`src/rtl/mem_port_arbiter_pkg.sv`:
```
`timescale 1ns/1ps
`default_nettype none
// ============================================================================
// Module   : mem_port_arbiter_pkg
// Purpose  : Shared state encodings, owner IDs and counter width for the
//            unified memory port arbiter.
// Revision : 1.0 - initial release
// ============================================================================
package mem_port_arbiter_pkg;

  // Arbiter FSM: idle (grant possible) or waiting for read data
  typedef enum logic [0:0] {
    S_ARB_IDLE    = 1'b0,
    S_ARB_RD_WAIT = 1'b1
  } arb_state_t;

  // Requester identifiers, also used as the last_owner / owner encoding
  localparam logic ARB_OWNER_M0 = 1'b0;
  localparam logic ARB_OWNER_M1 = 1'b1;

  // Width of the read-latency down-counter (RD_LAT-1 never exceeds 3)
  localparam int ARB_RD_CNT_W = 3;

endpackage
`default_nettype wire

```
`src/rtl/mem_port_arbiter_rr_arbiter2.sv`:
```
`timescale 1ns/1ps
`default_nettype none
// ============================================================================
// Module   : rr_arbiter2
// Purpose  : Combinational two-way winner select. Single requester wins
//            outright; on a tie either M0 (fixed priority) or the master that
//            did not win last time (round robin). Holds no state.
// Revision : 1.0 - initial release
// ============================================================================
module rr_arbiter2
  import mem_port_arbiter_pkg::*;
#(
  parameter int FIXED_PRIO = 0
) (
  input  logic i_req0,
  input  logic i_req1,
  input  logic i_last_owner,
  output logic o_valid,
  output logic o_winner
);

  // Winner select: ties resolved by priority mode, otherwise the lone requester
  always_comb begin
    o_valid  = i_req0 | i_req1;
    o_winner = ARB_OWNER_M0;
    if (i_req0 && i_req1) begin
      o_winner = (FIXED_PRIO != 0) ? ARB_OWNER_M0 : ~i_last_owner;
    end else if (i_req1) begin
      o_winner = ARB_OWNER_M1;
    end
  end

endmodule
`default_nettype wire

```
`src/rtl/mem_port_arbiter.sv`:
```
`timescale 1ns/1ps
`default_nettype none
// ============================================================================
// Module   : mem_port_arbiter
// Purpose  : Shares one non-pipelined unified memory port between the CPU
//            port (M0) and a loader/DMA port (M1). Writes complete in the
//            grant cycle; reads hold the port for RD_LAT cycles and the read
//            data is passed straight through to the owning master.
// Revision : 1.0 - initial release
// ============================================================================
module mem_port_arbiter
  import mem_port_arbiter_pkg::*;
#(
  parameter int N          = 32,
  parameter int RD_LAT     = 1,
  parameter int FIXED_PRIO = 0
) (
  input  logic         clk,
  input  logic         rst,
  input  logic         m0_req,
  input  logic         m0_we,
  input  logic [N-1:0] m0_addr,
  input  logic [N-1:0] m0_wdata,
  output logic         m0_gnt,
  output logic         m0_rvalid,
  output logic [N-1:0] m0_rdata,
  input  logic         m1_req,
  input  logic         m1_we,
  input  logic [N-1:0] m1_addr,
  input  logic [N-1:0] m1_wdata,
  output logic         m1_gnt,
  output logic         m1_rvalid,
  output logic [N-1:0] m1_rdata,
  output logic [N-1:0] mem_addr,
  output logic [N-1:0] mem_wr_data,
  output logic         mem_wr_ena,
  input  logic [N-1:0] mem_rd_data,
  output logic [31:0]  conflict_count
);

  localparam logic [ARB_RD_CNT_W-1:0] c_RD_CNT_INIT = ARB_RD_CNT_W'(RD_LAT - 1);

  if ((RD_LAT < 1) || (RD_LAT > 4)) begin : g_bad_rd_lat
    $error("mem_port_arbiter: RD_LAT=%0d outside legal range 1..4", RD_LAT);
  end

  arb_state_t                r_state;
  arb_state_t                w_next_state;
  logic [ARB_RD_CNT_W-1:0]   r_rd_cnt;
  logic                      r_owner;
  logic                      r_last_owner;
  logic [N-1:0]              r_rd_addr;
  logic [31:0]               r_conflict_count;

  logic                      w_req_any;
  logic                      w_winner;
  logic                      w_grant;
  logic                      w_win_we;
  logic [N-1:0]              w_win_addr;
  logic [N-1:0]              w_win_wdata;

  rr_arbiter2 #(
    .FIXED_PRIO (FIXED_PRIO)
  ) u_rr_arbiter2 (
    .i_req0       (m0_req),
    .i_req1       (m1_req),
    .i_last_owner (r_last_owner),
    .o_valid      (w_req_any),
    .o_winner     (w_winner)
  );

  assign w_win_we    = (w_winner == ARB_OWNER_M1) ? m1_we    : m0_we;
  assign w_win_addr  = (w_winner == ARB_OWNER_M1) ? m1_addr  : m0_addr;
  assign w_win_wdata = (w_winner == ARB_OWNER_M1) ? m1_wdata : m0_wdata;
  assign conflict_count = r_conflict_count;

  // FSM state register
  always_ff @(posedge clk or negedge rst) begin
    if (!rst) r_state <= S_ARB_IDLE;
    else      r_state <= w_next_state;
  end

  // Next state and port outputs; everything is forced quiet while reset is low
  always_comb begin
    w_next_state = r_state;
    w_grant      = 1'b0;
    m0_gnt       = 1'b0;
    m1_gnt       = 1'b0;
    m0_rvalid    = 1'b0;
    m1_rvalid    = 1'b0;
    m0_rdata     = '0;
    m1_rdata     = '0;
    mem_addr     = '0;
    mem_wr_data  = '0;
    mem_wr_ena   = 1'b0;
    if (rst) begin
      case (r_state)
        S_ARB_IDLE: begin
          if (w_req_any) begin
            w_grant     = 1'b1;
            m0_gnt      = (w_winner == ARB_OWNER_M0);
            m1_gnt      = (w_winner == ARB_OWNER_M1);
            mem_addr    = w_win_addr;
            mem_wr_data = w_win_wdata;
            mem_wr_ena  = w_win_we;
            if (!w_win_we) w_next_state = S_ARB_RD_WAIT;
          end
        end
        S_ARB_RD_WAIT: begin
          mem_addr = r_rd_addr;
          if (r_rd_cnt == '0) begin
            w_next_state = S_ARB_IDLE;
            if (r_owner == ARB_OWNER_M0) begin
              m0_rvalid = 1'b1;
              m0_rdata  = mem_rd_data;
            end else begin
              m1_rvalid = 1'b1;
              m1_rdata  = mem_rd_data;
            end
          end
        end
        default: w_next_state = S_ARB_IDLE;
      endcase
    end
  end

  // Ownership, held read address and read-latency countdown
  always_ff @(posedge clk or negedge rst) begin
    if (!rst) begin
      r_rd_cnt     <= '0;
      r_owner      <= ARB_OWNER_M0;
      r_last_owner <= ARB_OWNER_M1;
      r_rd_addr    <= '0;
    end else if (w_grant) begin
      r_owner      <= w_winner;
      r_last_owner <= w_winner;
      if (!w_win_we) begin
        r_rd_cnt  <= c_RD_CNT_INIT;
        r_rd_addr <= w_win_addr;
      end
    end else if ((r_state == S_ARB_RD_WAIT) && (r_rd_cnt != '0)) begin
      r_rd_cnt <= r_rd_cnt - 1'b1;
    end
  end

  // Count idle cycles in which both masters contend; wraps naturally
  always_ff @(posedge clk or negedge rst) begin
    if (!rst) begin
      r_conflict_count <= '0;
    end else if ((r_state == S_ARB_IDLE) && m0_req && m1_req) begin
      r_conflict_count <= r_conflict_count + 32'd1;
    end
  end

endmodule
`default_nettype wire

```
`config.mk`:
```
export PLATFORM = sky130hd
export DESIGN_NAME = mem_port_arbiter
export DESIGN_NICKNAME = d
export VERILOG_FILES = /design/src/rtl/mem_port_arbiter_pkg.sv /design/src/rtl/mem_port_arbiter_rr_arbiter2.sv /design/src/rtl/mem_port_arbiter.sv
export SDC_FILE = /design/constraint.sdc
export NUM_CORES = 1
export LEC_CHECK = 0
export BUFFER_PORTS_ARGS = -buffer_cell sky130_fd_sc_hd__buf_2
export CORE_AREA = 4 4 126 128
export CTS_CLUSTER_SIZE = 25
export DETAILED_ROUTE_END_ITERATION = 10
export DIE_AREA = 0 0 130 132
export HOLD_SLACK_MARGIN = 0.05
export PLACE_DENSITY = 0.7
export SETUP_SLACK_MARGIN = 0.1
export SLEW_MARGIN = 20
export SYNTH_ARGS = -nofsm -noshare
export SYNTH_HDL_FRONTEND = slang
export SYNTH_HIERARCHICAL = 1
export SYNTH_SLANG_ARGS = --single-unit
```
`constraint.sdc`:
```
create_clock -name clk -period 1.53 [get_ports clk]
set_input_delay 0.2295 -clock clk [delete_from_list [all_inputs] [get_ports clk]]
set_output_delay 0.2295 -clock clk [all_outputs]
set_load 0.01 [all_outputs]
```
==> results.json, run 1 <==
{
  "status": "finished with violations",
  "failed_checks": "negative setup slack",
  "synth.avg_cell_area_um2": 8.74,
  "crit_arrival_ns": 1.88,
  "crit_path_max_fanout": 7,
  "path_cells": "a21boi_4 > buf_12 > buf_12 > buf_8 > mux2i_4 > o21ai_2 > buf_2",
  "power.total_mw": 10.5,
  "synth.most_common_cell": "nor2_1",
  "met1_usage_pct": 27.7,
  "cpLargestDelayFamily": "buffers and inverters",
  "timing_max_transition_violations_final": 0,
  "ys_seq_area_share_pct": 38.8,
  "worstSetupPathType": "register to primary output",
  "grt_pass1_wl_um": 30500,
  "synth_ff_type": "dfrtp_1",
  "syn_to_final_growth_pct": 104,
  "postRouteAntennaNets": 0,
  "end_kind": "primary output",
  "synth_nets": 686,
  "worst_clock_skew_ns": 0.00321,
  "nNetsFinal": 1130,
  "hold_depth": 3,
  "worst_r2r_path_depth": 9,
  "maxCapViolations": 0,
  "wl_per_cell_um": 19.3,
  "yosys.area.top_type": "dfrtp_1",
  "whs_ns": 0.191,
  "vdd_drop_max_mv": 0.734,
  "powerDensity_nw_per_um2": 1140,
  "leakage_nw": 4.67,
  "finalNonFillerCells": 1161,
  "coreArea_um2": 14900,
  "die_y_um": 132,
  "rsz0062_at_grt": "yes",
  "drt-initial-drc-count": 277,
  "tns_ns": -77.87,
  "io_pins": 331,
  "cts-root-buf": "clkbuf_16",
  "clkTransAtPathRegs_ns": 0.06,
  "grt_start_max_net_pins": 37,
  "ctsLongestPathBuffers": 2,
  "worst-path-stages": 7,
  "io_buffer_count": 330,
  "slew_headroom_pct": 54.5,
  "clock-sinks": 70,
  "async_flop_share_pct": 100,
  "cp_common_cell": "buf_12",
  "setup_viol": 198,
  "gr-total-overflow": 0,
  "place.gp.congestion": 0.907,
  "drt_wl_total_um": 22400,
  "dr.pass1.iters": 5,
  "post-dp-hpwl_um": 14700,
  "clkLatencyLatePin_ns": 0.34,
  "fmax_mhz": 473,
  "viasPerCell": 4.92,
  "route.detailed.drc": 0,
  "slowest_stage": "dfstp_2",
  "yosys-top-cells-count": "71 x nor2_1, 69 x dfrtp_1, 68 x and2_1",
  "track_usage_pct": 22.9,
  "finalHoldViolations": 0,
  "drive_above_1_share_pct": 66.8,
  "rows": 45,
  "ys_seq_elements": 70,
  "syn_area_um2": 4520,
  "yosysWarningCount": 6,
  "final_area_um2": 9220,
  "finalCritPeriodShare_pct": 138,
  "tritoncts": "done",
  "synth-edff-count": 0,
  "cp.required_ns": 1.30,
  "start_util_pct": 30.4,
  "dpl_cell_area_um2": 7240,
  "yosys-top-cells-area": "dfrtp_1 38%, mux2i_1 14%, and2_1 9.4%, nor2_1 5.9%, xnor2_1 5.0%",
  "vias": 5710,
  "cts_buffers": 9,
  "die_x_um": 130,
  "max_stage_delay_ns": 0.55,
  "grt_pass1_vias": 5648,
  "synth_cell_types": 41,
  "startpoint_type": "register",
  "die_area_um2": 17200,
  "path_buf_inv": 4,
  "synth_top_area_share_pct": 38.2,
  "hold_path_class": "primary input to register",
  "post-route-min-period_ns": 2.11,
  "use_met2_pct": 38.2,
  "cts_htree_levels": 3,
  "syn_inst": 517,
  "worst_pin_slew_ns": 0.680,
  "setup_ws_ns": -0.583,
  "dp_cells": 1086,
  "antenna_found_initial": 10,
  "grt_busiest_layer": "met2",
  "gr-usage-met3_pct": 5.63
}
-- metal layers --
layer | share of wire, % | vias up
li1 | - | 2636
met1 | 37 | 2716
met2 | 50 | 292
met3 | 8.2 | 64
met4 | 4.3 | 2
met5 | 0.058 | -
-- flip-flops by register name, indices dropped and copies added, names as in the netlist --
register	cells
r_owner	1
r_last_owner	1
r_state	1
conflict_count	32
r_rd_cnt	3
r_rd_addr	32
-- logic make-up (layout without fill, tap and decap cells) --
logic type	Yosys count	in the layout	synth area share [%]
buffers and inverters	41	490	4.57
XOR/XNOR	31	31	6.01
AO/OA/AOI/OAI	69	69	7.81
AND/OR/NAND/NOR	237	237	27.4
multiplexers	66	66	14.6
other	0	7	0
adder cells (fa/ha/maj)	3	3	0.831
flip-flops	70	70	38.8
-- where the power goes --
group | switching [mW] | internal (mW) | total (mW)
registers | 0.402 | 2.44 | 2.84
logic | 2.69 | 3.04 | 5.73
clock network | 0.834 | 1.14 | 1.98
total | 3.92 | 6.62 | 10.5
-- tightest hold or removal path, delay by kind of cell --
family / cells / cell delay [ns]
AO/OA/AOI/OAI: 1 / 0.10
multiplexers: 1 / 0.06
buffers and inverters: 1 / 0.10
-- stage by stage --
stage	util, %	setup slack (ns)
after floorplan	-	-0.0124
after global placement	48.7	-0.240
after detailed placement	48.7	-0.265
after CTS	57.9	-0.550
after global routing	62.1	-0.637
final	62.1	-0.583
-- layout by cell type, fill, tap and decap left out, drive strengths merged, types with 4 or more instances in the layout --
| cell | instances |
|---|---|
| inv | 6 |
| o21ai | 33 |
| nand2 | 52 |
| and2 | 68 |
| clkbuf | 17 |
| a21oi | 32 |
| mux2i | 65 |
| xnor2 | 26 |
| xor2 | 5 |
| nand4 | 11 |
| nand3 | 11 |
| diode | 7 |
| buf | 459 |
| nor2 | 72 |
| clkinv | 4 |
| dfrtp | 69 |
-- final cells by class --
cell class,count,area [um^2]
fillers,1196,5640
repair buffers,468,3710
multi-input cells,406,3200
flip-flops and latches,70,1760
clock buffers,11,243
well taps,188,235
clock inverters,5,35.0
inverters,6,22.5
diodes,7,17.5
-- path summary, 6_finish.rpt --
kind                       slack [ns]                           start                              to
max                             -0.58        r_last_owner$_DFFE_PN1P_                    mem_addr[31]
min                              0.19                      m0_addr[7]        r_rd_addr[7]$_DFFE_PN0P_
max reg2reg                     -0.41        r_last_owner$_DFFE_PN1P_         r_rd_cnt[0]$_DFFE_PN0P_
min reg2reg                      0.48  conflict_count[31]$_DFFE_PN0P_  conflict_count[31]$_DFFE_PN0P_
max in group asynchronous        0.41                             rst             r_state$_DFFE_PN0P_
min in group asynchronous        0.58                             rst       r_rd_addr[28]$_DFFE_PN0P_
-- what timing repair did --
action	CTS	global route
hold buffers	3	0
setup buffers	26	7
endpoints found under the hold margin	69	0
setup endpoints to repair	192	200
cloned	10	8
pin swaps	7	35
resized for setup	123	86
(Power assumes the default switching activity.)
==> run 2, diff against run 1 <==
- SKIP_LAST_GASP: not set -> 1
==> run 2 against run 1 <==
The flow still finishes with violations (negative setup slack). Worst hold slack better by 0.0011 ns. Critical endpoint is now mem_addr[23]. First-iteration DRC count up 9.7%. Die area unchanged. Cell count up 0.26%.
==> results.json, run 2 (synthesized netlist as in run 1, its figures left out) <==
{
  "powerDensity_nw_per_um2": 1150,
  "final_area_um2": 9220,
  "crit_path_max_fanout": 7,
  "dpl_cell_area_um2": 7240,
  "vias": 5698,
  "hold_path_class": "primary input to register",
  "grt_pass1_wl_um": 29500,
  "leakage_nw": 4.68,
  "track_usage_pct": 22.1,
  "finalCritPeriodShare_pct": 138,
  "grt_pass1_vias": 5506,
  "setup_ws_ns": -0.575,
  "cts_buffers": 9,
  "die_area_um2": 17200,
  "end_kind": "primary output",
  "timing_max_transition_violations_final": 0,
  "mostFrequentLayoutCells": "259 x buf_2, 88 x buf_4, 87 x buf_6, 66 x nor2_1, 65 x and2_4",
  "postRouteAntennaNets": 0,
  "rsz0062_at_grt": "yes",
  "drive_above_1_share_pct": 66.3,
  "cts_htree_levels": 3,
  "worst_pin_slew_ns": 0.688,
  "place.gp.congestion": 0.907,
  "post-route-min-period_ns": 2.10,
  "io_pins": 331,
  "tritoncts": "done",
  "setup_viol": 198,
  "coreArea_um2": 14900,
  "final_common_cell": "buf_2",
  "die_y_um": 132,
  "syn_to_final_growth_pct": 104,
  "nNetsFinal": 1134,
  "clock-sinks": 70,
  "vdd_drop_max_mv": 0.736,
  "hold_depth": 3,
  "antenna_found_initial": 8,
  "start_util_pct": 30.4,
  "cp.required_ns": 1.30,
  "die_x_um": 130,
  "drt-initial-drc-count": 304,
  "ctsLongestPathBuffers": 2,
  "gr-total-overflow": 0,
  "rows": 45,
  "crit_arrival_ns": 1.88,
  "slew_headroom_pct": 54.0,
  "worst_clock_skew_ns": 0.00485,
  "fmax_mhz": 475,
  "dp_cells": 1086,
  "wl_per_cell_um": 18.9,
  "startpoint_type": "register",
  "worst_r2r_path_depth": 9,
  "finalHoldViolations": 0,
  "dr.pass1.iters": 4,
  "finalNonFillerCells": 1164,
  "post-dp-hpwl_um": 14700,
  "failed_checks": "negative setup slack",
  "route.detailed.drc": 0,
  "cts-root-buf": "clkbuf_16",
  "drt_wl_total_um": 22000,
  "io_buffer_count": 330,
  "maxCapViolations": 0,
  "viasPerCell": 4.90,
  "worstSetupPathType": "register to primary output",
  "grt_start_max_net_pins": 37,
  "clkTransAtPathRegs_ns": 0.06,
  "whs_ns": 0.192,
  "clkLatencyLatePin_ns": 0.34,
  "status": "finished with violations"
}
run 2: cell types whose count changed in the layout (fill, tap and decap cells not counted), sizes merged:
cell and change:
buf +4, diode -1
run 2: final timing paths:
path / startpoint / slack (ns) / endpoint
min in group asynchronous: rst / 0.58 / r_rd_addr[28]$_DFFE_PN0P_
worst max-delay path: r_last_owner$_DFFE_PN1P_ / -0.57 / mem_addr[23]
worst max register to register: r_last_owner$_DFFE_PN1P_ / -0.44 / r_state$_DFFE_PN0P_
worst min-delay path: m0_addr[7] / 0.19 / r_rd_addr[7]$_DFFE_PN0P_
worst min register to register: conflict_count[31]$_DFFE_PN0P_ / 0.48 / conflict_count[31]$_DFFE_PN0P_
max in group asynchronous: rst / 0.41 / r_state$_DFFE_PN0P_
run 2: critical path: stages, from the launching register on:
cell and delay [ns]:
dfstp_2 0.55, a21boi_4 0.06, buf_12 0.15, buf_16 0.15, buf_4 0.15, mux2i_4 0.18
o21ai_1 0.13, buf_2 0.16
run 2: power by group:
part	switching (mW)	internal, mW
registers	0.405	2.44
logic	2.68	3.05
clock network	0.848	1.14
run 2: final cells by class:
cell class,instances,area [um^2]
fill,1202,5640
clock buffer,11,243
sequential,70,1760
timing repair buffer,472,3720
tap,188,235
inverter,6,22.5
clock inverter,5,35.0
multi-input combinational,406,3190
antenna,6,15.0
run 2: metrics by stage:
stage / setup slack (ns) / power (mW) / setup TNS (ns) / utilization (%)
after floorplan: -0.0124 / 5.15 / -0.148 / -
after global placement: -0.240 / 6.85 / -11.37 / 48.7
after detailed placement: -0.265 / 6.95 / -15.86 / 48.7
after CTS: -0.551 / 9.73 / -73.94 / 56.1
after global routing: -0.626 / 11.2 / -87.58 / 62.1
final: -0.575 / 10.6 / -77.42 / 62.1
run 2: layer usage:
metal	share of wire [%]	wire, um	global-route usage, %
met5	0.059	13	0
met2	51	11300	37.6
met4	3.1	677	8.14
met1	38	8330	26.9
met3	7.9	1750	5.51
run 2: repair_timing:
item,4_1_cts,5_1_grt
setup buffers,26,12
cloned,10,8
pin swaps,7,39
hold buffers,3,0
gates resized for setup,77,127
hold endpoints to repair,69,0
endpoints found under the setup margin,192,201
==> run 3, diff against run 2 <==
- ABC_AREA: not set -> 1
- CORE_AREA: 4 4 126 128 -> 4 4 128 130
- DIE_AREA: 0 0 130 132 -> 0 0 132 134
- PLACE_DENSITY: 0.7 -> 0.71
==> run 3 against run 2 <==
The run still ends with negative setup slack left. Clock skew up 0.0027 ns. Combinational power up 17%. Clock power up 24%. Count of clock-buffer cells in the layout unchanged. Critical path depth up 2. Synthesized cell count up 36%. Worst setup slack better by 0.0096 ns. Via count up 17%. Utilization up 8.5 points. Sequential share of layout area down 2.6 points. Sequential cell count unchanged. Largest cell class is now multi-input combinational cells. Largest power group unchanged.
==> results.json, run 3 <==
{
  "drive_above_1_share_pct": 70.3,
  "hold_path_class": "primary input to async pin",
  "dp_cells": 1267,
  "worst_pin_slew_ns": 0.940,
  "slew_headroom_pct": 37.3,
  "postRouteAntennaNets": 0,
  "fillCellCount": 1042,
  "synth_nets": 874,
  "max_stage_delay_ns": 0.37,
  "finalNonFillerCells": 1356,
  "power.total_mw": 11.8,
  "leakage_nw": 5.71,
  "post-route-min-period_ns": 2.10,
  "cts-root-buf": "clkbuf_16",
  "crit_path_max_fanout": 14,
  "post-dp-hpwl_um": 14900,
  "clkTransAtPathRegs_ns": 0.06,
  "grt_pass1_vias": 6288,
  "die_y_um": 134,
  "pre_cts_slack_ns": -0.215,
  "tritoncts": "done",
  "rsz0062_at_grt": "yes",
  "clkLatencyLatePin_ns": 0.34,
  "die_area_um2": 17700,
  "wl_per_cell_um": 18.4,
  "syn_area_um2": 4910,
  "ctsLongestPathBuffers": 2,
  "cts_buffers": 9,
  "synth-edff-count": 0,
  "vias": 6673,
  "final_common_cell": "buf_2",
  "async_flop_share_pct": 100,
  "yosys-top-cells-count": "221 x nand2_1, 93 x inv_1, 88 x nor2_1",
  "track_usage_pct": 22.7,
  "setup_viol": 170,
  "fmax_mhz": 477,
  "worst_clock_skew_ns": 0.00750,
  "startpoint_type": "register",
  "cpLargestDelayFamily": "buffers and inverters",
  "yosysWarningCount": 6,
  "gr-total-overflow": 0,
  "start_util_pct": 32.4,
  "worstSetupPathType": "register to primary output",
  "drt_wl_total_um": 25000,
  "yosys-top-cells-area": "dfrtp_1 35%, nand2_1 17%, inv_1 7.1%, nor2_1 6.7%, a22o_1 5.7%",
  "place.gp.congestion": 0.921,
  "grt_start_max_net_pins": 71,
  "dr.pass1.iters": 4,
  "status": "finished with violations",
  "io_pins": 331,
  "setup_ws_ns": -0.565,
  "tns_ns": -70.70,
  "synth.avg_cell_area_um2": 6.97,
  "grt_pass1_wl_um": 32400,
  "cp.required_ns": 1.30,
  "drt-initial-drc-count": 258,
  "route.detailed.drc": 0,
  "cts_htree_levels": 3,
  "maxCapViolations": 0,
  "antenna_found_initial": 3,
  "mostFrequentLayoutCells": "274 x buf_2, 90 x inv_1, 88 x nand2_1, 80 x buf_4, 78 x buf_6",
  "syn_to_final_growth_pct": 118,
  "yosys.area.top_type": "dfrtp_1",
  "die_x_um": 132,
  "powerDensity_nw_per_um2": 1110,
  "synth_cell_types": 37,
  "synth_top_area_share_pct": 35.2,
  "end_kind": "primary output",
  "viasPerCell": 4.92,
  "finalHoldViolations": 0,
  "rows": 45,
  "path_cells": "inv_2 > ha_4 > ha_4 > inv_4 > nor3_4 > inv_4 > buf_12 > nor2_4 > buf_2",
  "ys_seq_elements": 70,
  "timing_max_transition_violations_final": 0,
  "path_buf_inv": 5,
  "coreArea_um2": 15100,
  "crit_arrival_ns": 1.87,
  "slowest_stage": "dfrtp_1",
  "multi_input_area_um2": 4170,
  "vdd_drop_max_mv": 0.623,
  "failed_checks": "negative setup slack",
  "synth.most_common_cell": "nand2_1",
  "io_buffer_count": 330,
  "clock-sinks": 70,
  "nNetsFinal": 1329,
  "seq_area_um2": 1760,
  "ys_seq_area_share_pct": 35.7,
  "syn_inst": 705,
  "synth_ff_type": "dfrtp_1",
  "finalCritPeriodShare_pct": 137
}
run 3: cell count changes in the layout (fill, tap and decap cells not counted), sizes merged, moves of 4 or more:
cell   delta
o21ai    +34
nor2     +29
nand2   +180
mux2i    -65
and2     -68
a22o     +32
inv     +101
xor2      +6
xnor2    -16
nand4     -4
a21oi    -31
nand3    +10
nor3      +4
run 3: report_power, final:
part	switching, mW	internal, mW	leakage, nW
clock network	0.822	1.64	0.166
logic	3.58	3.16	4.67
registers	0.235	2.41	0.873
run 3: path summary, 6_finish.rpt:
path	start	cells past startpoint	slack, ns	end
setup reg to reg	r_last_owner$_DFFE_PN1P_	12	-0.31	r_rd_addr[25]$_DFFE_PN0P_
min in group clk	m1_addr[8]	6	0.31	r_rd_addr[8]$_DFFE_PN0P_
hold reg to reg	r_last_owner$_DFFE_PN1P_	2	0.48	r_last_owner$_DFFE_PN1P_
max in group asynchronous	rst	2	0.66	conflict_count[3]$_DFFE_PN0P_
setup / recovery	r_rd_cnt[1]$_DFFE_PN0P_	9	-0.57	m0_rdata[20]
hold / removal	rst	2	0.19	conflict_count[12]$_DFFE_PN0P_
run 3: kinds of logic after synthesis:
family | share of synthesized area (%)
flops | 35.7
compound gates | 15.1
simple gates | 32.8
xor+xnor | 3.75
fa+ha+maj | 0.764
buf+inv | 11.9
run 3: stage by stage:
stage                     cell area (um^2)  utilization [%]  hold slack (ns)
after floorplan                       5720                -          -0.0661
final                                10700             70.6            0.194
after detailed placement              7940             52.4            0.226
after global routing                 10700             70.6            0.283
after global placement                7940             52.4            0.224
after CTS                             9390             62.0            0.227
run 3: cell type report:
| class | count | area share (%) |
|---|---|---|
| antenna | 3 | 0.0702 |
| clock buffer | 11 | 2.27 |
| inverter | 102 | 4.31 |
| sequential | 70 | 16.5 |
| tap | 188 | 2.20 |
| multi-input combinational | 502 | 39.0 |
| timing repair inverter | 8 | 1.07 |
| clock inverter | 5 | 0.995 |
| timing repair buffer | 467 | 33.6 |
run 3: timing repair:
item,CTS,global route
hold buffers,1,0
endpoints found under the setup margin,185,193
hold endpoints to repair,1,0
pin swaps,43,79
gates cloned,17,4
resized for setup,150,265
buffers inserted,36,26
run 3: per-layer routing:
metal  part of all wire [%]  vias to the layer above  global-route usage (%)
met5                  0.028                        -                       0
met1                     38                     3155                    26.7
met4                    4.1                        2                    5.89
met3                    6.2                       70                    5.40
met2                     52                      316                    41.5
li1                       -                     3130                       -
